--- src/rtl/fir_sample_feeder_if.sv ---
// Bus between fir_sample_feeder and its neighbours: the acquisition-side
// sample handshake, the coefficient write port and FIR_TOP's read port.
// The master side drives requests; the feeder takes the slave side.
interface fir_sample_feeder_if #(
    parameter int DATA_WIDTH   = 32,
    parameter int H_ADDR_WIDTH = 4,
    parameter int X_ADDR_WIDTH = 6
);
    // acquisition-side sample handshake
    logic                    s_valid;
    logic [DATA_WIDTH-1:0]   s_data;
    logic                    s_ready;

    // coefficient write port
    logic                    coef_we;
    logic [H_ADDR_WIDTH-1:0] coef_addr;
    logic [DATA_WIDTH-1:0]   coef_data;

    // FIR_TOP read port
    logic                    R_en;
    logic [H_ADDR_WIDTH-1:0] h_addr;
    logic [X_ADDR_WIDTH-1:0] x_addr;
    logic [DATA_WIDTH-1:0]   x_i;
    logic [DATA_WIDTH-1:0]   h_i;

    // status
    logic                    start_o;
    logic [X_ADDR_WIDTH:0]   fill_cnt;

    modport master (
        output s_valid, s_data, coef_we, coef_addr, coef_data, R_en, h_addr, x_addr,
        input  s_ready, x_i, h_i, start_o, fill_cnt
    );

    modport slave (
        input  s_valid, s_data, coef_we, coef_addr, coef_data, R_en, h_addr, x_addr,
        output s_ready, x_i, h_i, start_o, fill_cnt
    );
endinterface

--- src/rtl/fir_sample_feeder.sv ---
// Sample/coefficient feeder in front of FIR_TOP. Keeps the most recent
// samples in a circular buffer addressed by age (0 = newest), holds the tap
// coefficients in a writable RAM, answers reads with one cycle of latency and
// pulses start_o once for every sample it commits.
module fir_sample_feeder #(
    parameter int DATA_WIDTH   = 32,
    parameter int H_ADDR_WIDTH = 4,
    parameter int X_ADDR_WIDTH = 6
) (
    input logic                clk,
    input logic                rst_n,
    fir_sample_feeder_if.slave bus
);
    localparam int X_DEPTH = 2 ** X_ADDR_WIDTH;
    localparam int H_DEPTH = 2 ** H_ADDR_WIDTH;

    logic [DATA_WIDTH-1:0]   x_mem [X_DEPTH];
    logic [DATA_WIDTH-1:0]   h_mem [H_DEPTH];

    logic                    run_q;     // set on the first edge after reset release
    logic [X_ADDR_WIDTH-1:0] wr_ptr;    // slot the next sample goes into
    logic [X_ADDR_WIDTH:0]   fill_q;
    logic                    start_q;
    logic [DATA_WIDTH-1:0]   x_q;
    logic [DATA_WIDTH-1:0]   h_q;

    logic                    ready;
    logic                    xfer;
    logic [X_ADDR_WIDTH-1:0] rd_idx;
    logic                    x_pad;

    // History is frozen while FIR_TOP walks a window, so refuse samples then.
    assign ready  = run_q & ~bus.R_en;
    assign xfer   = bus.s_valid & ready;

    // Age m lives m slots behind the newest entry; the subtraction wraps mod depth.
    assign rd_idx = wr_ptr - X_ADDR_WIDTH'(1) - bus.x_addr;
    // Ages we have not collected yet read as zero.
    assign x_pad  = ({1'b0, bus.x_addr} >= fill_q);

    assign bus.s_ready  = ready;
    assign bus.start_o  = start_q;
    assign bus.fill_cnt = fill_q;
    assign bus.x_i      = x_q;
    assign bus.h_i      = h_q;

    // Write pointer, fill level and the commit pulse advance on each accepted sample.
    always_ff @(posedge clk or negedge rst_n) begin
        if (!rst_n) begin
            run_q   <= 1'b0;
            wr_ptr  <= '0;
            fill_q  <= '0;
            start_q <= 1'b0;
        end else begin
            // NOTE: state registers use non-blocking assignments so every
            // flop samples the pre-edge values regardless of statement order.
            run_q   <= 1'b1;
            start_q <= xfer;
            if (xfer) begin
                wr_ptr <= wr_ptr + X_ADDR_WIDTH'(1);
                // The top bit is set only at exactly full, so it doubles as the saturation flag.
                if (!fill_q[X_ADDR_WIDTH]) begin
                    fill_q <= fill_q + (X_ADDR_WIDTH+1)'(1);
                end
            end
        end
    end

    // Sample buffer write; xfer is already forced low during reset.
    // NOTE: the RAM arrays carry no reset -- their contents are meaningless
    // until written, and fill_q hides stale samples from readers.
    always_ff @(posedge clk) begin
        if (xfer) begin
            x_mem[wr_ptr] <= bus.s_data;
        end
    end

    // Coefficient write, usable at any time except while reset is held.
    always_ff @(posedge clk) begin
        if (bus.coef_we && rst_n) begin
            h_mem[bus.coef_addr] <= bus.coef_data;
        end
    end

    // Registered read port; a same-address coefficient write shows up on the next read.
    always_ff @(posedge clk or negedge rst_n) begin
        if (!rst_n) begin
            x_q <= '0;
            h_q <= '0;
        end else if (bus.R_en) begin
            x_q <= x_pad ? '0 : x_mem[rd_idx];
            h_q <= h_mem[bus.h_addr];
        end
    end
endmodule
--- src/flat_wrapper.sv ---
// flat-port wrapper written by rule: the top's interface ports become plain ports
module fir_sample_feeder_flat 
#(
    parameter int DATA_WIDTH   = 32,
    parameter int H_ADDR_WIDTH = 4,
    parameter int X_ADDR_WIDTH = 6
)
  (clk, rst_n, bus_s_valid, bus_s_data, bus_coef_we, bus_coef_addr, bus_coef_data, bus_R_en, bus_h_addr, bus_x_addr, bus_s_ready, bus_x_i, bus_h_i, bus_start_o, bus_fill_cnt);
  fir_sample_feeder_if #(.DATA_WIDTH(DATA_WIDTH), .H_ADDR_WIDTH(H_ADDR_WIDTH), .X_ADDR_WIDTH(X_ADDR_WIDTH)) bus_i ();
  input logic clk;
  input logic rst_n;
  input wire logic [$bits(bus_i.s_valid)-1:0] bus_s_valid;
  input wire logic [$bits(bus_i.s_data)-1:0] bus_s_data;
  input wire logic [$bits(bus_i.coef_we)-1:0] bus_coef_we;
  input wire logic [$bits(bus_i.coef_addr)-1:0] bus_coef_addr;
  input wire logic [$bits(bus_i.coef_data)-1:0] bus_coef_data;
  input wire logic [$bits(bus_i.R_en)-1:0] bus_R_en;
  input wire logic [$bits(bus_i.h_addr)-1:0] bus_h_addr;
  input wire logic [$bits(bus_i.x_addr)-1:0] bus_x_addr;
  output wire logic [$bits(bus_i.s_ready)-1:0] bus_s_ready;
  output wire logic [$bits(bus_i.x_i)-1:0] bus_x_i;
  output wire logic [$bits(bus_i.h_i)-1:0] bus_h_i;
  output wire logic [$bits(bus_i.start_o)-1:0] bus_start_o;
  output wire logic [$bits(bus_i.fill_cnt)-1:0] bus_fill_cnt;
  assign bus_i.s_valid = bus_s_valid;
  assign bus_i.s_data = bus_s_data;
  assign bus_i.coef_we = bus_coef_we;
  assign bus_i.coef_addr = bus_coef_addr;
  assign bus_i.coef_data = bus_coef_data;
  assign bus_i.R_en = bus_R_en;
  assign bus_i.h_addr = bus_h_addr;
  assign bus_i.x_addr = bus_x_addr;
  assign bus_s_ready = bus_i.s_ready;
  assign bus_x_i = bus_i.x_i;
  assign bus_h_i = bus_i.h_i;
  assign bus_start_o = bus_i.start_o;
  assign bus_fill_cnt = bus_i.fill_cnt;
  fir_sample_feeder #(.DATA_WIDTH(DATA_WIDTH), .H_ADDR_WIDTH(H_ADDR_WIDTH), .X_ADDR_WIDTH(X_ADDR_WIDTH)) u_core (.clk(clk), .rst_n(rst_n), .bus(bus_i));
endmodule
--- config.mk ---
export PLATFORM = sky130hd
export DESIGN_NAME = fir_sample_feeder_flat
export DESIGN_NICKNAME = d
export VERILOG_FILES = /design/src/rtl/fir_sample_feeder_if.sv /design/src/rtl/fir_sample_feeder.sv /design/src/flat_wrapper.sv
export SDC_FILE = /design/constraint.sdc
export NUM_CORES = 2
export LEC_CHECK = 0
export BUFFER_PORTS_ARGS = -buffer_cell sky130_fd_sc_hd__buf_4
export CELL_PAD_IN_SITES_DETAIL_PLACEMENT = 1
export CELL_PAD_IN_SITES_GLOBAL_PLACEMENT = 2
export CORE_UTILIZATION = 50
export DETAILED_ROUTE_END_ITERATION = 6
export PLACE_DENSITY = 0.8
export SYNTH_ARGS = -nofsm -noshare
export SYNTH_HDL_FRONTEND = slang
export SYNTH_SLANG_ARGS = --single-unit
--- constraint.sdc ---
create_clock -name clk -period 10 [get_ports clk]
set_input_delay 2 -clock clk [delete_from_list [all_inputs] [get_ports clk]]
set_output_delay 2 -clock clk [all_outputs]
set_load 0.02 [all_outputs]
== Yosys cells after proc, flatten, opt, wreduce, memory -nomap -nowiden ==
Memory sizes are Yosys's and may differ from the RTL's. A register that Yosys moved wholly into a read port is not among the register bits.
Cells that the tools add are included.

* Logic and storage cells: 26
* Input bits: 83
* Memories: 2
* Output and inout port bits: 73
* Register bits after elaboration: 47
* RAM bits: 2,560

{| class="wikitable"
|+ Memory list
! name !! depth !! bits a word !! read ports !! clocked after memory_dff !! write ports !! line !! source
|-
| u_core.x_mem || 64 || 32 || 1 || 0 || 1 || fir_sample_feeder.sv:17 || <nowiki>logic [DATA_WIDTH-1:0] x_mem [X_DEPTH];</nowiki>
|-
| u_core.h_mem || 16 || 32 || 1 || 1 || 1 || fir_sample_feeder.sv:18 || <nowiki>logic [DATA_WIDTH-1:0] h_mem [H_DEPTH];</nowiki>
|}

* Muxes and demuxes: 6
* Reduce and logical (&&, ||, !) cells: 3
* Bitwise gates (word level): 4
* Order comparisons: 1
* $add $sub $neg: 4

{| class="wikitable"
|+ Operator list
! cell !! number
|-
| 32-bit two-way mux || 1
|-
| 7-bit by 1-bit adder with 7-bit output, second input constant || 1
|-
| 6-bit by 7-bit >= comparator with 1-bit output || 1
|-
| 7-bit two-way mux || 1
|-
| 6-bit by 1-bit adder with 6-bit output, second input constant || 1
|-
| 6-bit by 1-bit subtractor with 6-bit output, second input constant || 1
|-
| 6-bit subtractor || 1
|-
| 1-bit two-way mux || 4
|-
| 1-bit bitwise AND || 2
|-
| 1-bit inverter || 2
|-
| 2-bit AND reduction || 1
|-
| 1-bit logical AND || 1
|-
| 1-bit zero test || 1
|}

== Depth between registers and ports, before layout ==
* Word-level depth: 5
* Depth in mapped cells: 12
* Mapped depth without buffers: 9

== Least setup slack after synthesis ==
OpenSTA, ideal clock, no wires.

* Kind: input-to-reg
* Start point: in bus_R_en
* End point: mem u_core.x_mem[24][0], enable pin
* Data required time: 9.497 ns
* Path buffers: 1
* Setup time: 0.503 ns
* Stages: 5
* Path slack: 3.440 ns
* Arrival: 6.058 ns
* Cells stage by stage: nor2b_1 -> and2_1 -> buf_2 -> nand4b_1 -> nor4_1

* Word-level cells in the longest chain between the ends: 5

{| class="wikitable"
|+ RTL lines
! what !! line !! source
|-
| from (decl) || flat_wrapper.sv:17 || <nowiki>input wire logic [$bits(bus_i.R_en)-1:0] bus_R_en;</nowiki>
|-
| 1-bit inverter || fir_sample_feeder.sv:33 || <nowiki>assign ready = run_q & ~bus.R_en;</nowiki>
|-
| 1-bit bitwise AND || fir_sample_feeder.sv:33 ||
|-
| 1-bit bitwise AND || fir_sample_feeder.sv:34 || <nowiki>assign xfer = bus.s_valid & ready;</nowiki>
|-
| 1-bit two-way mux || fir_sample_feeder.sv:73 || <nowiki>if (xfer) begin</nowiki>
|-
| 1-bit two-way mux (implied by the code) || fir_sample_feeder.sv:74 || <nowiki>x_mem[wr_ptr] <= bus.s_data;</nowiki>
|-
| to (decl) || fir_sample_feeder.sv:17 ||
|}

No other way between the ends.

== Worst setup path after layout ==
* Start point: in bus_x_addr[0]
* End point: reg u_core.x_q[5] (netlist: u_core.bus.x_i[5])

* Word-level cells in the longest chain between the ends: 3
* Elaborated cells on any way between the ends: 4
* Classes of those cells: add/sub: 1; order compare: 1; mux: 1; memory: 1

{| class="wikitable"
|+ RTL lines
! what !! line !! source
|-
| from (decl) || flat_wrapper.sv:19 || <nowiki>input wire logic [$bits(bus_i.x_addr)-1:0] bus_x_addr;</nowiki>
|-
| 6-bit subtractor || fir_sample_feeder.sv:37 || <nowiki>assign rd_idx = wr_ptr - X_ADDR_WIDTH'(1) - bus.x_addr;</nowiki>
|-
| memory read 64 x 32 bit || -- ||
|-
| 32-bit two-way mux (*) || fir_sample_feeder.sv:91 || <nowiki>x_q <= x_pad ? '0 : x_mem[rd_idx];</nowiki>
|-
| to (signal assigned) || fir_sample_feeder.sv:91 ||
|-
| to (decl) || fir_sample_feeder.sv:24 || <nowiki>logic [DATA_WIDTH-1:0] x_q;</nowiki>
|}

Every way passes the cells marked *; elsewhere a longest branch is shown, timed or not.
A chain may end at the register's enable or synchronous reset.

==> impl_metrics.tcl <==
set metrics [dict create \
    start_util_pct 50.4 \
    clock-root-buffer "clkbuf_16" \
    finalHoldViolCount 0 \
    crit_required_ns 10.83 \
    synth_seq_cells 2639 \
    area_growth_pct 13.7 \
    clkSinkCount 2639 \
    cts_buffers 284 \
    antenna_found_initial 22 \
    drv_cap 0 \
    io_buffers 155 \
    max_slew_margin_pct 22.9 \
    drtPass1Iterations 5 \
    fin_crit_ns 5.63 \
    cp-start-kind "input pin" \
    cp_top_family "buffers and inverters" \
    io_pins 156 \
    grt.overflow.total 0 \
    syn_avg_cell_area_um2 21.7 \
    dieArea_um2 206000 \
    setup_viol 0 \
    min_path_type "register to register" \
    cp_slowest_cell "buf_4" \
    vias 52509 \
    syn_nets 4796 \
    ir_drop_v 0.000305 \
    yosys.area.top_type "edfxtp_1" \
    p_leak_uw 0.0365 \
    fp.dieW_um 454 \
    syn_area_um2 102000 \
    synthFlopType "edfxtp_1" \
    die_y_um 454 \
    synthDistinctLibCells 49 \
    worst_pin_slew_ns 1.16 \
    detail_route.wl_per_cell_um 37.2 \
    grt_max_degree 126 \
    cts_max_level 5 \
    synth.top_cell.area_share_pct 75.4 \
    hold_buffers 0 \
    core_um2 202000 \
    layout_common_cells "edfxtp_1, mux4_2, clkbuf_16, buf_4, nand3_1" \
    postCtsSetupRepairBufs 0 \
    cp_num_buf_inv 4 \
    post-route-period-util_pct 56.3 \
    syn-instance-count 4699 \
    cpPeakStageDelay_ns 0.82 \
    cts_tree "yes" \
    drc 0 \
    grt_pass1_vias 54804 \
    synth-edff-count 2560 \
    cts_buffer_depth 4 \
    clock.fmax_mhz 178 \
    layout-drive-gt1-share_pct 29.1 \
    fin_util_pct 57.3 \
    grt_pass1_wl_um 410000 \
    drt_iter0_drc 6864 \
    clk_pin_slew_ns 0.06 \
    report.final.slew_viol_count 0 \
    hpwl_um 149000 \
    seq_area_frac_synth_pct 77.3 \
    cts.repair.resized 0 \
    worst_setup_path_end_kind "register" \
    crit_chain "buf_4 > inv_1 > ha_4 > fa_4 > and3_1 > nor3_4 > buf_4 > buf_4 > o21ai_0 > nand3_1 > nand4_1 > o221ai_2" \
    place.gp.congestion 0.792 \
    p_total_uw 32900 \
    dp_slack_ns 3.61 \
    dpl_cell_area_um2 107000 \
    ant_nets 0 \
    grt_setup_unrepaired "false" \
    synth_area_leaders "edfxtp_1, mux4_2, dfrtp_1" \
    num-nets-final 5071 \
    arrival_ns 6.46 \
    status "finished, final reports clean" \
    final_cell_area_um2 116000 \
    path_max_fanout 64 \
    totalWireLength_um 292000 \
    rows 165 \
    skew_ns 0.0553 \
    routed_via_density 6.68 \
    grt_use_total_pct 28.5 \
    setup_slack_ns 4.37 \
    layout_commonest_cell "edfxtp_1" \
    tns_ns 0 \
    clk_latency_ns 0.96 \
    crit_type "input pin to register" \
    powerDensity_nw_per_um2 284 \
    ys_async_sr_fraction_pct 2.99 \
    synth.yosys.warnings 0 \
    critical_path.most_common_cell "buf_4" \
]
[worst reg2reg max path: stages, from the launching register on]
cell,delay [ns]
dfrtp_1,0.63
ha_4,0.31
fa_4,0.50
and3_1,0.29
nor3_4,0.20
buf_4,0.77
buf_4,0.89
o21ai_0,0.34
nand3_1,0.20
nand4_1,0.56
o221ai_2,0.40
[flip-flops by register name (all words and copies together) (netlist names)]
| name | count |
|---|---|
| u_core.bus.start_o | 1 |
| u_core.wr_ptr | 6 |
| u_core.h_mem | 512 |
| u_core.x_mem | 2048 |
| u_core.bus.h_i | 32 |
| u_core.bus.x_i | 32 |
| u_core.bus.fill_cnt | 7 |
| u_core.run_q | 1 |
[Yosys cell counts (5+ instances only)]
| cell type | n |
|---|---|
| o21ai_1 | 16 |
| o221ai_2 | 10 |
| nor2_1 | 78 |
| mux2_2 | 33 |
| mux4_2 | 675 |
| nand4b_1 | 6 |
| edfxtp_1 | 2560 |
| buf_4 | 44 |
| xnor2_1 | 9 |
| o31a_1 | 31 |
| nand2b_1 | 35 |
| a22oi_1 | 31 |
| clkbuf_1 | 138 |
| o21ai_0 | 143 |
| buf_6 | 9 |
| ha_1 | 13 |
| inv_1 | 12 |
| o221ai_1 | 22 |
| nand4_1 | 35 |
| dfrtp_1 | 79 |
| mux2i_1 | 5 |
| buf_1 | 17 |
| nand2_1 | 139 |
| and3_1 | 67 |
| a21oi_1 | 6 |
| buf_2 | 91 |
| nand3_1 | 255 |
| nor3_1 | 8 |
| a211oi_1 | 93 |
[cells by family (layout without fill, tap and decap cells)]
logic type,count (synthesis),count (layout),synth area share (%)
buffers and inverters,313,790,1.49
adder cells (fa/ha/maj),14,14,0.179
other,1,9,0.00368
XOR/XNOR,13,13,0.112
AND/OR/NAND/NOR,644,644,3.14
flip-flops,2639,2639,77.3
multiplexers,713,713,15.3
AO/OA/AOI/OAI,362,362,2.41
[worst paths after layout]
path	start	to	slack (ns)	cells after the start
setup / recovery	bus_x_addr[0]	u_core.bus.x_i[5]$_DFFE_PN0P_	4.37	12
hold / removal	u_core.bus.x_i[9]$_DFFE_PN0P_	u_core.bus.x_i[9]$_DFFE_PN0P_	0.51	2
setup reg to reg	u_core.wr_ptr[0]$_DFFE_PN0P_	u_core.bus.x_i[5]$_DFFE_PN0P_	4.84	10
hold reg to reg	u_core.bus.x_i[9]$_DFFE_PN0P_	u_core.bus.x_i[9]$_DFFE_PN0P_	0.51	2
max in group asynchronous	rst_n	u_core.bus.x_i[17]$_DFFE_PN0P_	7.03	3
min in group asynchronous	rst_n	u_core.bus.h_i[13]$_DFFE_PN0P_	1.01	1
[metal layers]
metal | wire length (µm) | vias up | part of all wire, % | GRT usage, %
met5 | 54 | - | 0.018 | 0
met4 | 12000 | 8 | 4.1 | 11.5
met3 | 27200 | 553 | 9.3 | 6.04
met2 | 142000 | 3063 | 48 | 45.4
met1 | 111000 | 28557 | 38 | 38.8
li1 | - | 20328 | - | -
[stage by stage]
stage / hold WS (ns) / cells
after floorplan: 0.599 / 4699
after global placement: 0.485 / 7360
after detailed placement: 0.496 / 7360
after CTS: 0.511 / 7848
after global routing: 0.538 / 7853
final: 0.511 / 7856
[cell type report]
cell class | count | area (µm²)
Sequential cell | 2639 | 78900
Multi-Input combinational cell | 1747 | 22300
Tap cell | 2672 | 3340
Clock buffer | 353 | 7640
Antenna cell | 8 | 20.0
Fill cell | 16887 | 86400
Clock inverter | 135 | 1380
Inverter | 13 | 48.8
Timing Repair Buffer | 289 | 2330
[power by group]
group          switching (µW)  internal, µW  total (µW)
Clock                    4220          6120       10300
Combinational            6280          3830       10100
Sequential                176         12300       12500
Power figures use the tool's default switching activity.
